==> src/rtl/issue_grant_pipeline.sv <==
// Registered grant pipeline behind issue-queue select: stage 1 feeds register read,
// stage DEPTH drives dependent wakeup and entry release. Supports flush and stall.
module issue_grant_pipeline #(
    parameter int ENTRY_NUM   = 16,
    parameter int ISSUE_WIDTH = 4,
    parameter int DEPTH       = 2,
    parameter int PTR_W       = $clog2(ENTRY_NUM),
    parameter int CNT_W       = $clog2(ISSUE_WIDTH*DEPTH+1)
) (
    input  logic                         clk,
    input  logic                         rst,
    input  logic [ISSUE_WIDTH-1:0]       sel_valid,
    input  logic [ISSUE_WIDTH*PTR_W-1:0] sel_ptr,
    input  logic                         stall,
    input  logic                         flush_all,
    input  logic [ENTRY_NUM-1:0]         flush_mask,
    output logic [ISSUE_WIDTH-1:0]       issue_valid,
    output logic [ISSUE_WIDTH*PTR_W-1:0] issue_ptr,
    output logic [ISSUE_WIDTH-1:0]       wakeup_valid,
    output logic [ISSUE_WIDTH*PTR_W-1:0] wakeup_ptr,
    output logic [ENTRY_NUM-1:0]         release_vector,
    output logic [CNT_W-1:0]             inflight_count
);

    typedef logic [ISSUE_WIDTH-1:0]            vld_t;
    typedef logic [ISSUE_WIDTH-1:0][PTR_W-1:0] ptrs_t;

    vld_t  stg_valid [DEPTH];
    ptrs_t stg_ptr   [DEPTH];
    vld_t  nxt_valid [DEPTH];
    ptrs_t nxt_ptr   [DEPTH];
    vld_t  stg_kill  [DEPTH];
    vld_t  sel_kill;
    ptrs_t sel_ptr_arr;
    logic [CNT_W-1:0] nxt_count;
    logic             dup_grant;

    assign sel_ptr_arr = sel_ptr;

    // Kill predicate evaluated for the incoming grants and for every held slot.
    always_comb begin
        // NOTE: every variable written here gets a default first so no latch is inferred.
        sel_kill = '0;
        for (int k = 0; k < DEPTH; k++) stg_kill[k] = '0;
        for (int p = 0; p < ISSUE_WIDTH; p++) begin
            sel_kill[p] = flush_all | flush_mask[sel_ptr_arr[p]];
            for (int k = 0; k < DEPTH; k++)
                stg_kill[k][p] = flush_all | flush_mask[stg_ptr[k][p]];
        end
    end

    always_comb begin
        nxt_valid = stg_valid;
        nxt_ptr   = stg_ptr;
        if (stall) begin
            // Frozen stages still lose killed slots in place.
            for (int k = 0; k < DEPTH; k++)
                nxt_valid[k] = stg_valid[k] & ~stg_kill[k];
        end else begin
            nxt_valid[0] = sel_valid & ~sel_kill;
            nxt_ptr[0]   = sel_ptr_arr;
            for (int k = 1; k < DEPTH; k++) begin
                nxt_valid[k] = stg_valid[k-1] & ~stg_kill[k-1];
                nxt_ptr[k]   = stg_ptr[k-1];
            end
        end
    end

    // The count is simply the population of the post-update stages.
    always_comb begin
        int sum;
        sum = 0;
        for (int k = 0; k < DEPTH; k++)
            for (int p = 0; p < ISSUE_WIDTH; p++)
                sum = sum + int'(nxt_valid[k][p]);
        nxt_count = CNT_W'(sum);
    end

    always_ff @(posedge clk) begin
        // NOTE: sequential state uses non-blocking assignments so all stages shift together.
        if (rst) begin
            for (int k = 0; k < DEPTH; k++) stg_valid[k] <= '0;
            inflight_count <= '0;
        end else begin
            stg_valid      <= nxt_valid;
            inflight_count <= nxt_count;
        end
    end

    // NOTE: pointer storage is not reset; it is only ever observed through a valid bit.
    always_ff @(posedge clk) begin
        stg_ptr <= nxt_ptr;
    end

    assign issue_valid  = stg_valid[0] & {ISSUE_WIDTH{~stall}};
    assign issue_ptr    = stg_ptr[0];
    assign wakeup_valid = stg_valid[DEPTH-1] & {ISSUE_WIDTH{~stall}};
    assign wakeup_ptr   = stg_ptr[DEPTH-1];

    always_comb begin
        release_vector = '0;
        for (int p = 0; p < ISSUE_WIDTH; p++)
            if (wakeup_valid[p]) release_vector[stg_ptr[DEPTH-1][p]] = 1'b1;
    end

    // Two ports granting the same entry in one cycle is an upstream select bug.
    always_comb begin
        dup_grant = 1'b0;
        for (int p = 0; p < ISSUE_WIDTH; p++)
            for (int q = p + 1; q < ISSUE_WIDTH; q++)
                if (sel_valid[p] && sel_valid[q] && sel_ptr_arr[p] == sel_ptr_arr[q])
                    dup_grant = 1'b1;
    end

    a_no_dup_grant: assert property (@(posedge clk) disable iff (rst) !dup_grant);

endmodule
==> config.mk <==
export PLATFORM = sky130hd
export DESIGN_NAME = issue_grant_pipeline
export DESIGN_NICKNAME = d
export VERILOG_FILES = /design/src/rtl/issue_grant_pipeline.sv
export SDC_FILE = /design/constraint.sdc
export NUM_CORES = 1
export LEC_CHECK = 0
export BUFFER_PORTS_ARGS = -buffer_cell sky130_fd_sc_hd__buf_4
export CORE_ASPECT_RATIO = 0.75
export CORE_UTILIZATION = 45
export DETAILED_ROUTE_END_ITERATION = 8
export GPL_ROUTABILITY_DRIVEN = 1
export PLACE_DENSITY_LB_ADDON = 0.05
export SYNTH_ARGS = -nofsm -noshare
export SYNTH_HDL_FRONTEND = slang
export SYNTH_SLANG_ARGS = --single-unit
==> constraint.sdc <==
create_clock -name clk -period 3.75 [get_ports clk]
set_input_delay 0.5625 -clock clk [delete_from_list [all_inputs] [get_ports clk]]
set_output_delay 0.5625 -clock clk [all_outputs]
set_load 0.005 [all_outputs]
== Yosys cells after proc, flatten, opt, wreduce, memory -nomap -nowiden ==
Cells that the tools add are included.

* Register bits after elaboration: 44
* Input port bits: 40
* Output and inout port bits: 60
* Word-level logic and storage cells: 99

* Add/sub/neg operators: 7
* $lt $le $gt $ge: 16
* Mux-type cells: 37
* Bitwise logic cells: 24
* Reductions and logical operators: 4

{| class="wikitable"
|+ Operator list
! kind !! number
|-
| $mux W16 || 4
|-
| $lt A4 B5 Y1 const B || 12
|-
| $bmux W1 S4 || 12
|-
| $or A16 B16 Y16 || 3
|-
| $and A4 B4 Y4 || 5
|-
| $add A4 B1 Y4 || 4
|-
| $demux W1 S4 || 4
|-
| $ge A4 B1 Y1 const B || 4
|-
| $mux W1 || 16
|-
| $not A4 Y4 || 3
|-
| $or A1 B1 Y1 || 12
|-
| $mux W8 || 1
|-
| $add A3 B1 Y4 || 1
|-
| $logic_and A1 B1 Y1 || 4
|-
| $add A2 B1 Y3 || 1
|-
| $add A1 B1 Y2 || 1
|-
| $not A1 Y1 || 1
|}

== Longest topological paths before layout ==
Gate-level depths: netlist of run 1.

* Depth in word-level cells: 13
* Gate-level depth with buffers: 15
* Mapped depth without buffers: 14

== Least setup slack after synthesis of run 1 ==
Ideal clock, no wire load.

* Path kind: input -> register
* Start point: input port flush_mask[7]
* End point: register inflight_count[2]
* Library setup time: 0.114 ns
* Data arrival time: 3.837 ns
* Required time: 3.636 ns
* Slack: -0.202 ns
* Stages: 15
* Buffers on the path: 1
* Cell sequence: buf_4 mux4_2 mux2i_1 nor2_1 o41ai_2 fa_1 inv_1 fa_1 fa_1 inv_1 ha_1 inv_1 fa_1 xor2_1 nor2_1

{| class="wikitable"
|+ RTL lines
! what !! RTL line !! text
|-
| from (decl) || 16 || <nowiki>input logic [ENTRY_NUM-1:0] flush_mask,</nowiki>
|-
| to (signal assigned) || 86 || <nowiki>inflight_count <= nxt_count;</nowiki>
|-
| to (decl) || 22 || <nowiki>output logic [CNT_W-1:0] inflight_count</nowiki>
|}

==> out/qor.log, run 1 <==
INFO  route          routed-via-count=3,921
INFO  die            die_height=84.1µm
INFO  route          totalWireLength=13,800µm
INFO  place          final_weighted_congestion_of_routability_driven_global_placement=0.938
INFO  synth          synth.yosys.seq_area_share=29.7%
INFO  synth          synthDominantAreaCellType=sky130_fd_sc_hd__edfxtp_1
INFO  layout         final_nets=559
INFO  clocking       cts_made_buffers=5
INFO  sta            timing.fmax=251MHz
INFO  status         violated_checks=design-rule violations, negative setup slack
INFO  sta            fin_hold_ws=0.475ns
INFO  sta            final_max_slew_viol_count=0
INFO  synth          synthDominantCellAreaShare=23.8%
INFO  global_routing first_pass_grt_wire_length=21,400µm
INFO  global_routing overflow=0
INFO  die            core.rowCount=29
INFO  die            design.die.area=9370µm²
INFO  synth          post_synthesis_register_bit_count=44
INFO  sta            rsz0062_at_grt=yes
INFO  layout         finalNonFillerCells=621
INFO  synth          synth_warnings=0
INFO  layout         n_antenna_cell=0
INFO  route          ant_nets=0
INFO  power          static-leakage-power=2.39nW
INFO  setup_path     worst-setup-path-type=register to register
INFO  layout         final_layout_size_suffix_gt1_share=47.0%
INFO  global_routing met2_usage=48.6%
INFO  setup_path     worstPathArrival=4.22ns
INFO  synth          synthesis.area=4040µm²
INFO  sta            setup_viol=3
INFO  setup_path     timing.critical_path.to=inflight_count[1]$_SDFF_PP0_
INFO  layout         post-route-util=64.3%
INFO  route          detailed_router_iteration_count_before_antenna_repair=7
INFO  setup_path     worst_r2r_startpoint=issue_ptr[12]$_DFFE_PN_
INFO  setup_path     cp-end-kind=register
INFO  die            die_width=111µm
INFO  setup_path     worst-r2r-setup-slack=-0.23ns
INFO  route          avgViaCountPerCell=6.31
INFO  power          powerDensity=281nW/µm²
INFO  clocking       cts_tree=built
INFO  route          route.detailed.drc=8
INFO  global_routing grt.total_usage=30.2%
INFO  sta            setup_ws=-0.233ns
INFO  place          placed_cells=611
INFO  global_routing grtUsageMet1=41.8%
INFO  die            floorplan.initialDensity=47.0%
INFO  setup_path     rr_worst_depth=13
INFO  setup_path     r2r_endpoint=inflight_count[1]$_SDFF_PP0_
INFO  clocking       worst_skew_pair.late_latency=0.30ns
INFO  synth          async_reset_ff_share=0%
INFO  synth          postSynth.topFlopCell=sky130_fd_sc_hd__edfxtp_1
INFO  synth          synth_enable_flop_cells=32
INFO  setup_path     worst_ep_required_time=3.99ns
INFO  route          route.detailed.wl_per_inst=22.2µm
INFO  setup_path     startpoint_type=register
INFO  clocking       clk_pin_slew_worst_paths=0.07ns
INFO  route          initialDrtViolationCount=378
INFO  sta            max_slew.worst_pin.slew=0.685ns
INFO  synth          synth_nets=409
INFO  sta            max-slew-margin-rel=54.3%
INFO  synth          netlist-cell-type-count=52
INFO  synth          syn-mean-instance-area=11.2µm²
INFO  sta            fin_skew=0.0102ns
INFO  layout         postLayoutCellArea=5530µm²
INFO  layout         area_growth=36.9%
INFO  global_routing grt.busiest_layer=met2
INFO  flow_run       cap_viol_max_count=0
INFO  sta            fin_crit_share=106%
INFO  setup_path     worst_path_max_fanout=4
INFO  synth          post_syn_instances=362
INFO  synth          yosysMostFrequentCell=sky130_fd_sc_hd__edfxtp_1
INFO  global_routing largest_net_degree_at_the_start_of_global_routing=30
INFO  clocking       clkSinkCount=44
INFO  place          port_buffers=99
INFO  power          max-vdd-ir-drop=0.000159V
INFO  global_routing vias_in_the_first_global_route=3,780
INFO  die            core_area=8600µm²
INFO  clocking       htree_levels=2
INFO  clocking       clock_tree.root_cell=sky130_fd_sc_hd__clkbuf_16
INFO  global_routing antenna_found_initial=0
INFO  sta            hold_violations=0
INFO  synth          ys_top_cells_by_count=32 x sky130_fd_sc_hd__edfxtp_1, 27 x sky130_fd_sc_hd__a22oi_1, 25 x sky130_fd_sc_hd__mux4_2, 25 x sky130_fd_sc_hd__nand2_1, 24 x sky130_fd_sc_hd__mux2i_1
INFO  status         outcome=finished, violations left
INFO  setup_path     critPathLaunch=issue_ptr[12]$_DFFE_PN_
INFO  place          dp_hpwl=10,700µm
INFO  sta            minimum_period_implied_by_the_final_worst_setup_slack=3.98ns
INFO  sta            tns=-0.457ns
INFO  die            floorplan.io_pins=100
INFO  place          detailed_place.area=5320µm²
INFO  synth          synthTopCellsByArea=sky130_fd_sc_hd__edfxtp_1 24%, sky130_fd_sc_hd__mux4_2 14%, sky130_fd_sc_hd__mux4_1 6.5%
INFO  global_routing met3_capacity_usage_during_global_routing=6.32%
INFO  layout         n_fill_cell=710
INFO  clocking       bufs_on_longest_clock_path=2
INFO  hold_path      hp-class=input pin to register
-- power breakdown --
| group | internal [mW] | total (mW) | switching (mW) |
|---|---|---|---|
| logic | 0.251 | 0.450 | 0.199 |
| clock network | 0.290 | 0.498 | 0.207 |
| registers | 0.557 | 0.605 | 0.0487 |
| total | 1.10 | 1.55 | 0.455 |
-- per-stage QoR --
| step | total power [mW] | setup slack [ns] |
|---|---|---|
| finish | 1.55 | -0.233 |
| global route | 1.61 | -0.419 |
| CTS | 1.55 | -0.244 |
| detailed placement | 1.05 | -0.383 |
| global placement | 1.05 | -0.382 |
| floorplan | 0.839 | -0.195 |
-- final cells by class --
cell class / instances / area, µm² / share of cell area [%]
inverters: 9 / 33.8 / 0.611
well taps: 108 / 135 / 2.44
clock buffers: 6 / 150 / 2.71
clock inverters: 2 / 16.3 / 0.294
flip-flops and latches: 44 / 1200 / 21.7
multi-input cells: 277 / 2670 / 48.3
repair buffers: 175 / 1330 / 24.0
-- repair_timing --
| action | CTS | global route |
|---|---|---|
| resized for setup | 1 | 8 |
| pin swaps | 0 | 6 |
| hold buffers | 0 | 0 |
| buffers inserted | 1 | 1 |
| endpoints found under the setup margin | 2 | 4 |
-- worst min path at each step --
stage	to	cells past startpoint	slack (ns)	startpoint
floorplan	wakeup_ptr[15]$_DFFE_PN_	0	0.51	issue_ptr[15]$_DFFE_PN_
global placement	wakeup_ptr[11]$_DFFE_PN_	0	0.54	issue_ptr[11]$_DFFE_PN_
detailed placement	wakeup_ptr[7]$_DFFE_PN_	0	0.58	issue_ptr[7]$_DFFE_PN_
CTS	issue_ptr[7]$_DFFE_PN_	1	0.47	sel_ptr[7]
global route	issue_ptr[7]$_DFFE_PN_	1	0.47	sel_ptr[7]
finish	issue_ptr[11]$_DFFE_PN_	1	0.47	sel_ptr[11]
-- cell families (layout without fill, tap and decap cells) --
kind of cell,Yosys count,after routing,share of synthesized area (%)
buffers and inverters,41,192,5.23
adders and majority gates,7,7,2.91
and+or+nand+nor,123,123,17.1
muxes,71,71,29.7
DFF,44,44,29.7
xor gates and xnor gates,1,1,0.217
AOI/OAI and AO/OA,75,75,15.1
-- state kept, by name, summed over array words and instances, names as in the netlist --
| register | flops |
|---|---|
| stg_valid | 8 |
| wakeup_ptr | 16 |
| issue_ptr | 16 |
| inflight_count | 4 |
-- cells in the final DEF, fill, tap and decap left out, types with 5 or more instances in the layout --
master,synthesis,final
sky130_fd_sc_hd__nor3b_1,12,11
sky130_fd_sc_hd__nand3_1,12,12
sky130_fd_sc_hd__nor2b_1,19,19
sky130_fd_sc_hd__and3_1,7,7
sky130_fd_sc_hd__buf_4,3,174
sky130_fd_sc_hd__a22oi_1,27,27
sky130_fd_sc_hd__clkbuf_16,0,6
sky130_fd_sc_hd__mux2i_1,24,23
sky130_fd_sc_hd__mux4_1,10,10
sky130_fd_sc_hd__nand3b_1,11,11
sky130_fd_sc_hd__nand2b_1,12,12
sky130_fd_sc_hd__o22ai_1,5,5
sky130_fd_sc_hd__nor2_1,15,14
sky130_fd_sc_hd__nand2_1,25,25
sky130_fd_sc_hd__edfxtp_1,32,32
sky130_fd_sc_hd__mux4_2,25,25
sky130_fd_sc_hd__inv_1,9,6
sky130_fd_sc_hd__dfxtp_1,12,12
sky130_fd_sc_hd__mux2_2,12,12
sky130_fd_sc_hd__o32ai_1,7,7
-- worst max-delay path, cell delays in order (launching register included) --
cell and delay (ns):
sky130_fd_sc_hd__edfxtp_1 0.50, sky130_fd_sc_hd__mux4_2 0.57, sky130_fd_sc_hd__mux2i_2 0.18, sky130_fd_sc_hd__nor2_2 0.07, sky130_fd_sc_hd__o41ai_2 0.40, sky130_fd_sc_hd__fa_1 0.47
sky130_fd_sc_hd__inv_2 0.08, sky130_fd_sc_hd__fa_1 0.40, sky130_fd_sc_hd__fa_2 0.54, sky130_fd_sc_hd__inv_2 0.04, sky130_fd_sc_hd__ha_4 0.15, sky130_fd_sc_hd__inv_2 0.04
sky130_fd_sc_hd__fa_2 0.41, sky130_fd_sc_hd__nor2_1 0.08
-- routing by layer --
layer | vias up | share of wire (%)
li1 | 1752 | -
met2 | 204 | 48
met1 | 1950 | 43
met5 | - | 0
met4 | 0 | 1.3
met3 | 15 | 8.2
Power figures use the tool's default switching activity.
==> inputs of run 2 (changes only) <==
--- a/config.mk
+++ b/config.mk
@@ -6,8 +6,10 @@
 export NUM_CORES = 1
 export LEC_CHECK = 0
 export BUFFER_PORTS_ARGS = -buffer_cell sky130_fd_sc_hd__buf_4
+export CELL_PAD_IN_SITES_DETAIL_PLACEMENT = 2
+export CELL_PAD_IN_SITES_GLOBAL_PLACEMENT = 2
 export CORE_ASPECT_RATIO = 0.75
-export CORE_UTILIZATION = 45
+export CORE_UTILIZATION = 31
 export DETAILED_ROUTE_END_ITERATION = 8
 export GPL_ROUTABILITY_DRIVEN = 1
 export PLACE_DENSITY_LB_ADDON = 0.05
==> run 2 against run 1 <==
Against the previous run:
- the run ends with negative setup slack left
- total power grew 6.5%
- non-clock buffer count up 13
- fmax decreased by 1.9%
- combinational power grew 12%
- die area up 44%
- clock skew fell by 0.0032 ns
- global-route usage fell by 2.7 points
- worst setup slack got worse by 0.076 ns
- sequential power is 0.7% higher
- count of clock-buffer cells in the layout did not move
- register-to-register slack lost 0.08 ns
- hold slack improved by 0.0011 ns
- critical endpoint unchanged
- largest cell class unchanged
- largest power group unchanged
- highest routed layer unchanged
==> out/qor.log, run 2 (synthesis results as in run 1) <==
INFO  status         outcome=finished, violations left
INFO  status         violated_checks=negative setup slack
INFO  route          routed-via-count=4,079 [+4.0%]
INFO  power          static-leakage-power=2.48nW [+4.0%]
INFO  sta            final_max_slew_viol_count=0 [unchanged]
INFO  route          route.detailed.drc=0 [-8]
INFO  sta            fin_crit_share=108% [+2.0 points]
INFO  die            core_area=12,500µm² [+45%]
INFO  layout         final_nets=572 [+2.3%]
INFO  clocking       cts_made_buffers=5 [unchanged]
INFO  clocking       worst_skew_pair.late_latency=0.29ns [about the same]
INFO  sta            minimum_period_implied_by_the_final_worst_setup_slack=4.06ns [+0.0759 ns]
INFO  route          highest_layer=met4
INFO  layout         area_growth=43.1%
INFO  die            design.die.area=13,500µm² [+44%]
INFO  route          route.met2.wl=8600µm [+31%]
INFO  die            floorplan.io_pins=100 [unchanged]
INFO  power          power.total=1.65mW [+6.5%]
INFO  setup_path     worstPathArrival=4.29ns [+0.07 ns]
INFO  sta            fin_hold_ws=0.476ns [+0.00114 ns]
INFO  layout         n_antenna_cell=0 [unchanged]
INFO  sta            setup_ws=-0.309ns [-0.0759 ns]
INFO  route          route.detailed.wl_per_inst=26.2µm [+18%]
INFO  clocking       bufs_on_longest_clock_path=2 [unchanged]
INFO  layout         n_fill_cell=1,307 [+84%]
INFO  clocking       htree_levels=2 [unchanged]
INFO  sta            max-slew-margin-rel=45.5% [-8.8 points]
INFO  place          final_weighted_congestion_of_routability_driven_global_placement=0.844 [-10%]
INFO  place          port_buffers=99 [unchanged]
INFO  die            die_width=134µm [+20%]
INFO  route          routedLengthMet1=8280µm [+40%]
INFO  sta            timing.fmax=246MHz [-1.9%]
INFO  global_routing grt.total_usage=27.5% [-2.7 points]
INFO  global_routing antenna_found_initial=0 [unchanged]
INFO  global_routing overflow=0 [unchanged]
INFO  die            floorplan.initialDensity=32.4% [-15 points]
INFO  sta            setup_viol=3 [unchanged]
INFO  power          max-vdd-ir-drop=0.000170V [+7.1%]
INFO  sta            hold_violations=0 [unchanged]
INFO  clocking       clock_tree.root_cell=sky130_fd_sc_hd__clkbuf_16
INFO  clocking       clk_pin_slew_worst_paths=0.07ns [about the same]
INFO  route          ant_nets=0 [unchanged]
INFO  route          met3_wirelength=988µm [-12%]
INFO  flow_run       cap_viol_max_count=0 [unchanged]
INFO  die            die_height=101µm [+20%]
INFO  setup_path     cp-end-kind=register
INFO  place          dpl_worst_slack=-0.520ns [-0.137 ns]
INFO  layout         post-route-util=46.4% [-18 points]
INFO  global_routing first_pass_grt_wire_length=27,200µm [+27%]
INFO  global_routing largest_net_degree_at_the_start_of_global_routing=19 [-37%]
INFO  setup_path     worst_path_max_fanout=5 [+1]
INFO  layout         layout.cells.most_common=sky130_fd_sc_hd__buf_4
INFO  route          avgViaCountPerCell=5.89 [-6.6%]
INFO  hold_path      hp-class=input pin to register
INFO  clocking       cts_tree=built
INFO  sta            fin_skew=0.00702ns [-0.00320 ns]
INFO  route          detailed_router_iteration_count_before_antenna_repair=5 [-2]
INFO  route          totalWireLength=18,100µm [+31%]
INFO  setup_path     startpoint_type=register
INFO  power          powerDensity=286nW/µm² [+1.9%]
INFO  layout         final_layout_size_suffix_gt1_share=49.4% [+2.5 points]
INFO  sta            max_slew.worst_pin.slew=0.817ns [+0.132 ns]
INFO  place          dp_hpwl=14,200µm [+33%]
INFO  sta            rsz0062_at_grt=yes
INFO  clocking       holdBufCountCts=0 [unchanged]
INFO  route          initialDrtViolationCount=356 [-5.8%]
INFO  clocking       clkSinkCount=44 [unchanged]
INFO  layout         layout.cells.most_common_list=182 x sky130_fd_sc_hd__buf_4, 32 x sky130_fd_sc_hd__edfxtp_1, 27 x sky130_fd_sc_hd__mux4_2
INFO  global_routing vias_in_the_first_global_route=4,410 [+17%]
INFO  setup_path     worst_ep_required_time=3.98ns [about the same]
INFO  die            core.rowCount=35 [+21%]
INFO  setup_path     worst-setup-path-type=register to register
==> run 2: final timing paths <==
kind	from	depth (start not counted)	endpoint	slack, ns
hold reg to reg	issue_ptr[3]$_DFFE_PN_	0	wakeup_ptr[3]$_DFFE_PN_	0.62
setup reg to reg	issue_ptr[13]$_DFFE_PN_	13	inflight_count[1]$_SDFF_PP0_	-0.31
hold / removal	sel_ptr[7]	1	issue_ptr[7]$_DFFE_PN_	0.48
setup / recovery	issue_ptr[13]$_DFFE_PN_	13	inflight_count[1]$_SDFF_PP0_	-0.31
==> run 2: power by group <==
| group | switching (mW) | internal, mW |
|---|---|---|
| logic | 0.233 | 0.269 |
| registers | 0.0525 | 0.557 |
| clock network | 0.208 | 0.335 |
| total | 0.494 | 1.16 |
==> run 2: timing repair <==
item / 4_1_cts / 5_1_grt
resized for setup: 15 / 4
cloned: 0 / 0
endpoints found under the setup margin: 4 / 4
setup buffers: 4 / 4
pin swaps: 7 / 6
==> run 2: routing by layer <==
metal | vias up | global-route usage, %
met2 | 170 | 46.4
met5 | - | 0
met3 | 19 | 4.93
met1 | 2111 | 36.8
met4 | 0 | 5.59
li1 | 1779 | -
==> run 2: worst max-delay path, cell delays in order, from the launching register on <==
cell	delay, ns
sky130_fd_sc_hd__edfxtp_1	0.53
sky130_fd_sc_hd__mux2_2	0.37
sky130_fd_sc_hd__o21ai_0	0.21
sky130_fd_sc_hd__o21ai_2	0.14
sky130_fd_sc_hd__o41ai_4	0.41
sky130_fd_sc_hd__fa_1	0.49
sky130_fd_sc_hd__inv_2	0.08
sky130_fd_sc_hd__fa_1	0.42
sky130_fd_sc_hd__fa_2	0.56
sky130_fd_sc_hd__inv_2	0.05
sky130_fd_sc_hd__ha_4	0.16
sky130_fd_sc_hd__inv_2	0.05
sky130_fd_sc_hd__fa_2	0.41
sky130_fd_sc_hd__nor2_1	0.11
==> run 2: per-stage QoR <==
stage	instances	area, µm²	setup TNS [ns]
after detailed placement	676	5480	-1.31
after CTS	688	5750	-0.566
after floorplan	362	4100	-0.356
after global placement	676	5480	-0.978
after global routing	692	5790	-1.18
final	692	5790	-0.782
==> run 2: area by class of cell <==
| type | instances | area [µm²] | share of cell area [%] |
|---|---|---|---|
| Inverter | 9 | 33.8 | 0.584 |
| Clock buffer | 6 | 139 | 2.40 |
| Clock inverter | 2 | 38.8 | 0.670 |
| Tap cell | 166 | 208 | 3.59 |
| Timing Repair Buffer | 188 | 1470 | 25.4 |
| Multi-Input combinational cell | 277 | 2700 | 46.6 |
| Sequential cell | 44 | 1200 | 20.8 |
==> inputs of run 3 (changes only) <==
--- a/config.mk
+++ b/config.mk
@@ -8,7 +8,7 @@
 export BUFFER_PORTS_ARGS = -buffer_cell sky130_fd_sc_hd__buf_4
 export CELL_PAD_IN_SITES_DETAIL_PLACEMENT = 2
 export CELL_PAD_IN_SITES_GLOBAL_PLACEMENT = 2
-export CORE_ASPECT_RATIO = 0.75
+export CORE_ASPECT_RATIO = 0.5
 export CORE_UTILIZATION = 31
 export DETAILED_ROUTE_END_ITERATION = 8
 export GPL_ROUTABILITY_DRIVEN = 1
==> run 3 against run 2 <==
Against the previous run:
- hold slack improved by 0.0049 ns
- final area decreased by 0.80%
- via count increased by 0.78%
- utilization decreased by 1.2 points
- combinational power about the same
- global-route usage increased by 1.0 points
- clock power decreased by 13%
- worst setup slack got worse by 0.065 ns
- wire length increased by 4.6%
- the flow still finishes with violations (negative setup slack)
- die area increased by 0.17%
- final cell count increased by 0.29%
- total power decreased by 4.1%
- critical path type unchanged
- highest routed layer unchanged
==> out/qor.log, run 3 (synthesis results as in run 1) <==
INFO  sta            max_slew.worst_pin.slew=0.798ns [-0.0190 ns]
INFO  flow_run       cap_viol_max_count=0 [unchanged]
INFO  place          dp_hpwl=15,200µm [+7.1%]
INFO  sta            hold_violations=0 [unchanged]
INFO  clocking       clkSinkCount=44 [unchanged]
INFO  status         violated_checks=negative setup slack
INFO  layout         layout.cells.most_common=sky130_fd_sc_hd__buf_4
INFO  sta            minimum_period_implied_by_the_final_worst_setup_slack=4.12ns [+0.0654 ns]
INFO  sta            fin_skew=0.00154ns [-0.00548 ns]
INFO  die            core_area=12,700µm² [+1.8%]
INFO  place          detailed_place.area=5460µm² [-0.27%]
INFO  place          placed_cells=679 [+0.44%]
INFO  route          detailed_router_iteration_count_before_antenna_repair=5 [unchanged]
INFO  clocking       cts_tree=built
INFO  sta            fin_hold_ws=0.481ns [+0.00493 ns]
INFO  layout         final_nets=570 [-0.35%]
INFO  global_routing first_pass_grt_wire_length=27,600µm [+1.5%]
INFO  sta            final_max_slew_viol_count=0 [unchanged]
INFO  die            core.rowCount=29 [-17%]
INFO  setup_path     cp-end-kind=register
INFO  layout         final_layout_size_suffix_gt1_share=48.5% [-0.96 points]
INFO  die            floorplan.initialDensity=31.8% [-0.56 points]
INFO  layout         layout.cells.most_common_list=180 x sky130_fd_sc_hd__buf_4, 32 x sky130_fd_sc_hd__edfxtp_1, 25 x sky130_fd_sc_hd__nand2_1, 25 x sky130_fd_sc_hd__mux4_2, 25 x sky130_fd_sc_hd__a22oi_1
INFO  layout         n_antenna_cell=0 [unchanged]
INFO  setup_path     worst_path_max_fanout=3 [-2]
INFO  clocking       clk_pin_slew_worst_paths=0.06ns [about the same]
INFO  die            floorplan.io_pins=100 [unchanged]
INFO  clocking       cts_made_buffers=5 [unchanged]
INFO  setup_path     worst_ep_required_time=3.93ns [-0.05 ns]
INFO  route          avgViaCountPerCell=5.92 [+0.49%]
INFO  global_routing antenna_found_initial=0 [unchanged]
INFO  layout         finalNonFillerCells=694 [+0.29%]
INFO  layout         post-route-util=45.2% [-1.2 points]
INFO  power          powerDensity=276nW/µm² [-3.3%]
INFO  place          port_buffers=99 [unchanged]
INFO  power          static-leakage-power=2.45nW [-1.3%]
INFO  sta            max-slew-margin-rel=46.7% [+1.3 points]
INFO  die            die_height=82.8µm [-18%]
INFO  route          initialDrtViolationCount=327 [-8.1%]
INFO  power          power.total=1.59mW [-4.1%]
INFO  global_routing largest_net_degree_at_the_start_of_global_routing=18 [-1]
INFO  global_routing vias_in_the_first_global_route=4,285 [-2.8%]
INFO  sta            tns=-1.05ns [-0.268 ns]
INFO  status         outcome=finished, violations left
INFO  die            design.die.area=13,500µm² [+0.17%]
INFO  layout         postLayoutCellArea=5740µm² [-0.80%]
INFO  setup_path     worst-setup-path-type=register to register
INFO  clocking       clock_tree.root_cell=sky130_fd_sc_hd__clkbuf_16
INFO  sta            rsz0062_at_grt=yes
INFO  route          route.detailed.wl_per_inst=27.3µm [+4.3%]
INFO  setup_path     startpoint_type=register
INFO  clocking       worst_skew_pair.late_latency=0.29ns [about the same]
INFO  sta            setup_viol=3 [unchanged]
INFO  power          max-vdd-ir-drop=0.000198V [+16%]
INFO  hold_path      hp-class=input pin to register
INFO  clocking       bufs_on_longest_clock_path=2 [unchanged]
INFO  die            die_width=163µm [+22%]
INFO  sta            timing.fmax=242MHz [-1.6%]
INFO  global_routing grt.total_usage=28.5% [+1.0 points]
INFO  route          routed-via-count=4,111 [+0.78%]
INFO  setup_path     worstPathArrival=4.31ns [+0.02 ns]
INFO  sta            fin_crit_share=110% [+1.7 points]
INFO  route          ant_nets=0 [unchanged]
INFO  place          final_weighted_congestion_of_routability_driven_global_placement=0.932 [+10%]
INFO  layout         area_growth=42.0%
INFO  sta            setup_ws=-0.374ns [-0.0654 ns]
INFO  clocking       htree_levels=2 [unchanged]
INFO  route          totalWireLength=18,900µm [+4.6%]
INFO  route          route.detailed.drc=0 [unchanged]
INFO  global_routing overflow=0 [unchanged]
INFO  layout         n_fill_cell=1,344 [+2.8%]
INFO  place          dpl_worst_slack=-0.563ns [-0.0426 ns]
run 3: worst paths after layout:
| check | slack (ns) | end | from | cells after the start |
|---|---|---|---|---|
| max reg2reg | -0.37 | inflight_count[1]$_SDFF_PP0_ | issue_ptr[12]$_DFFE_PN_ | 13 |
| min reg2reg | 0.64 | wakeup_ptr[15]$_DFFE_PN_ | issue_ptr[15]$_DFFE_PN_ | 0 |
| max | -0.37 | inflight_count[1]$_SDFF_PP0_ | issue_ptr[12]$_DFFE_PN_ | 13 |
| min | 0.48 | issue_ptr[11]$_DFFE_PN_ | sel_ptr[11] | 1 |
run 3: what timing repair did:
| action | 4_1_cts | 5_1_grt |
|---|---|---|
| setup buffers | 4 | 3 |
| pin swaps | 3 | 5 |
| endpoints found under the setup margin | 4 | 4 |
| hold buffers | 0 | 0 |
| gates resized for setup | 11 | 4 |
| cloned | 0 | 0 |
run 3: cell type report:
| type | instances | area, µm² | share of cell area (%) |
|---|---|---|---|
| Multi-Input combinational cell | 277 | 2690 | 46.9 |
| Tap cell | 170 | 213 | 3.71 |
| Inverter | 9 | 33.8 | 0.589 |
| Clock buffer | 8 | 156 | 2.73 |
| Timing Repair Buffer | 186 | 1450 | 25.2 |
| Sequential cell | 44 | 1200 | 20.9 |
run 3: routing by layer:
layer | global-route usage, % | vias to the layer above | routed length, µm
li1 | - | 1770 | -
met3 | 3.80 | 21 | 1030
met1 | 39.3 | 2170 | 8760
met5 | 0 | - | 0
met4 | 6.11 | 0 | 271
met2 | 48.0 | 150 | 8880
run 3: report_power, final:
group	switching (mW)	internal (mW)
clock network	0.191	0.284
registers	0.0507	0.557
logic	0.238	0.266
total	0.479	1.11
run 3: critical path, cell delays in order (launching register included):
cell and delay (ns):
sky130_fd_sc_hd__edfxtp_1 0.41, sky130_fd_sc_hd__mux4_2 0.56, sky130_fd_sc_hd__o22ai_4 0.23, sky130_fd_sc_hd__o21ai_2 0.10, sky130_fd_sc_hd__o41ai_2 0.40, sky130_fd_sc_hd__fa_1 0.50, sky130_fd_sc_hd__inv_1 0.09, sky130_fd_sc_hd__fa_1 0.42
sky130_fd_sc_hd__fa_1 0.46, sky130_fd_sc_hd__inv_2 0.09, sky130_fd_sc_hd__ha_4 0.14, sky130_fd_sc_hd__inv_2 0.04, sky130_fd_sc_hd__fa_2 0.53, sky130_fd_sc_hd__nor2_2 0.04
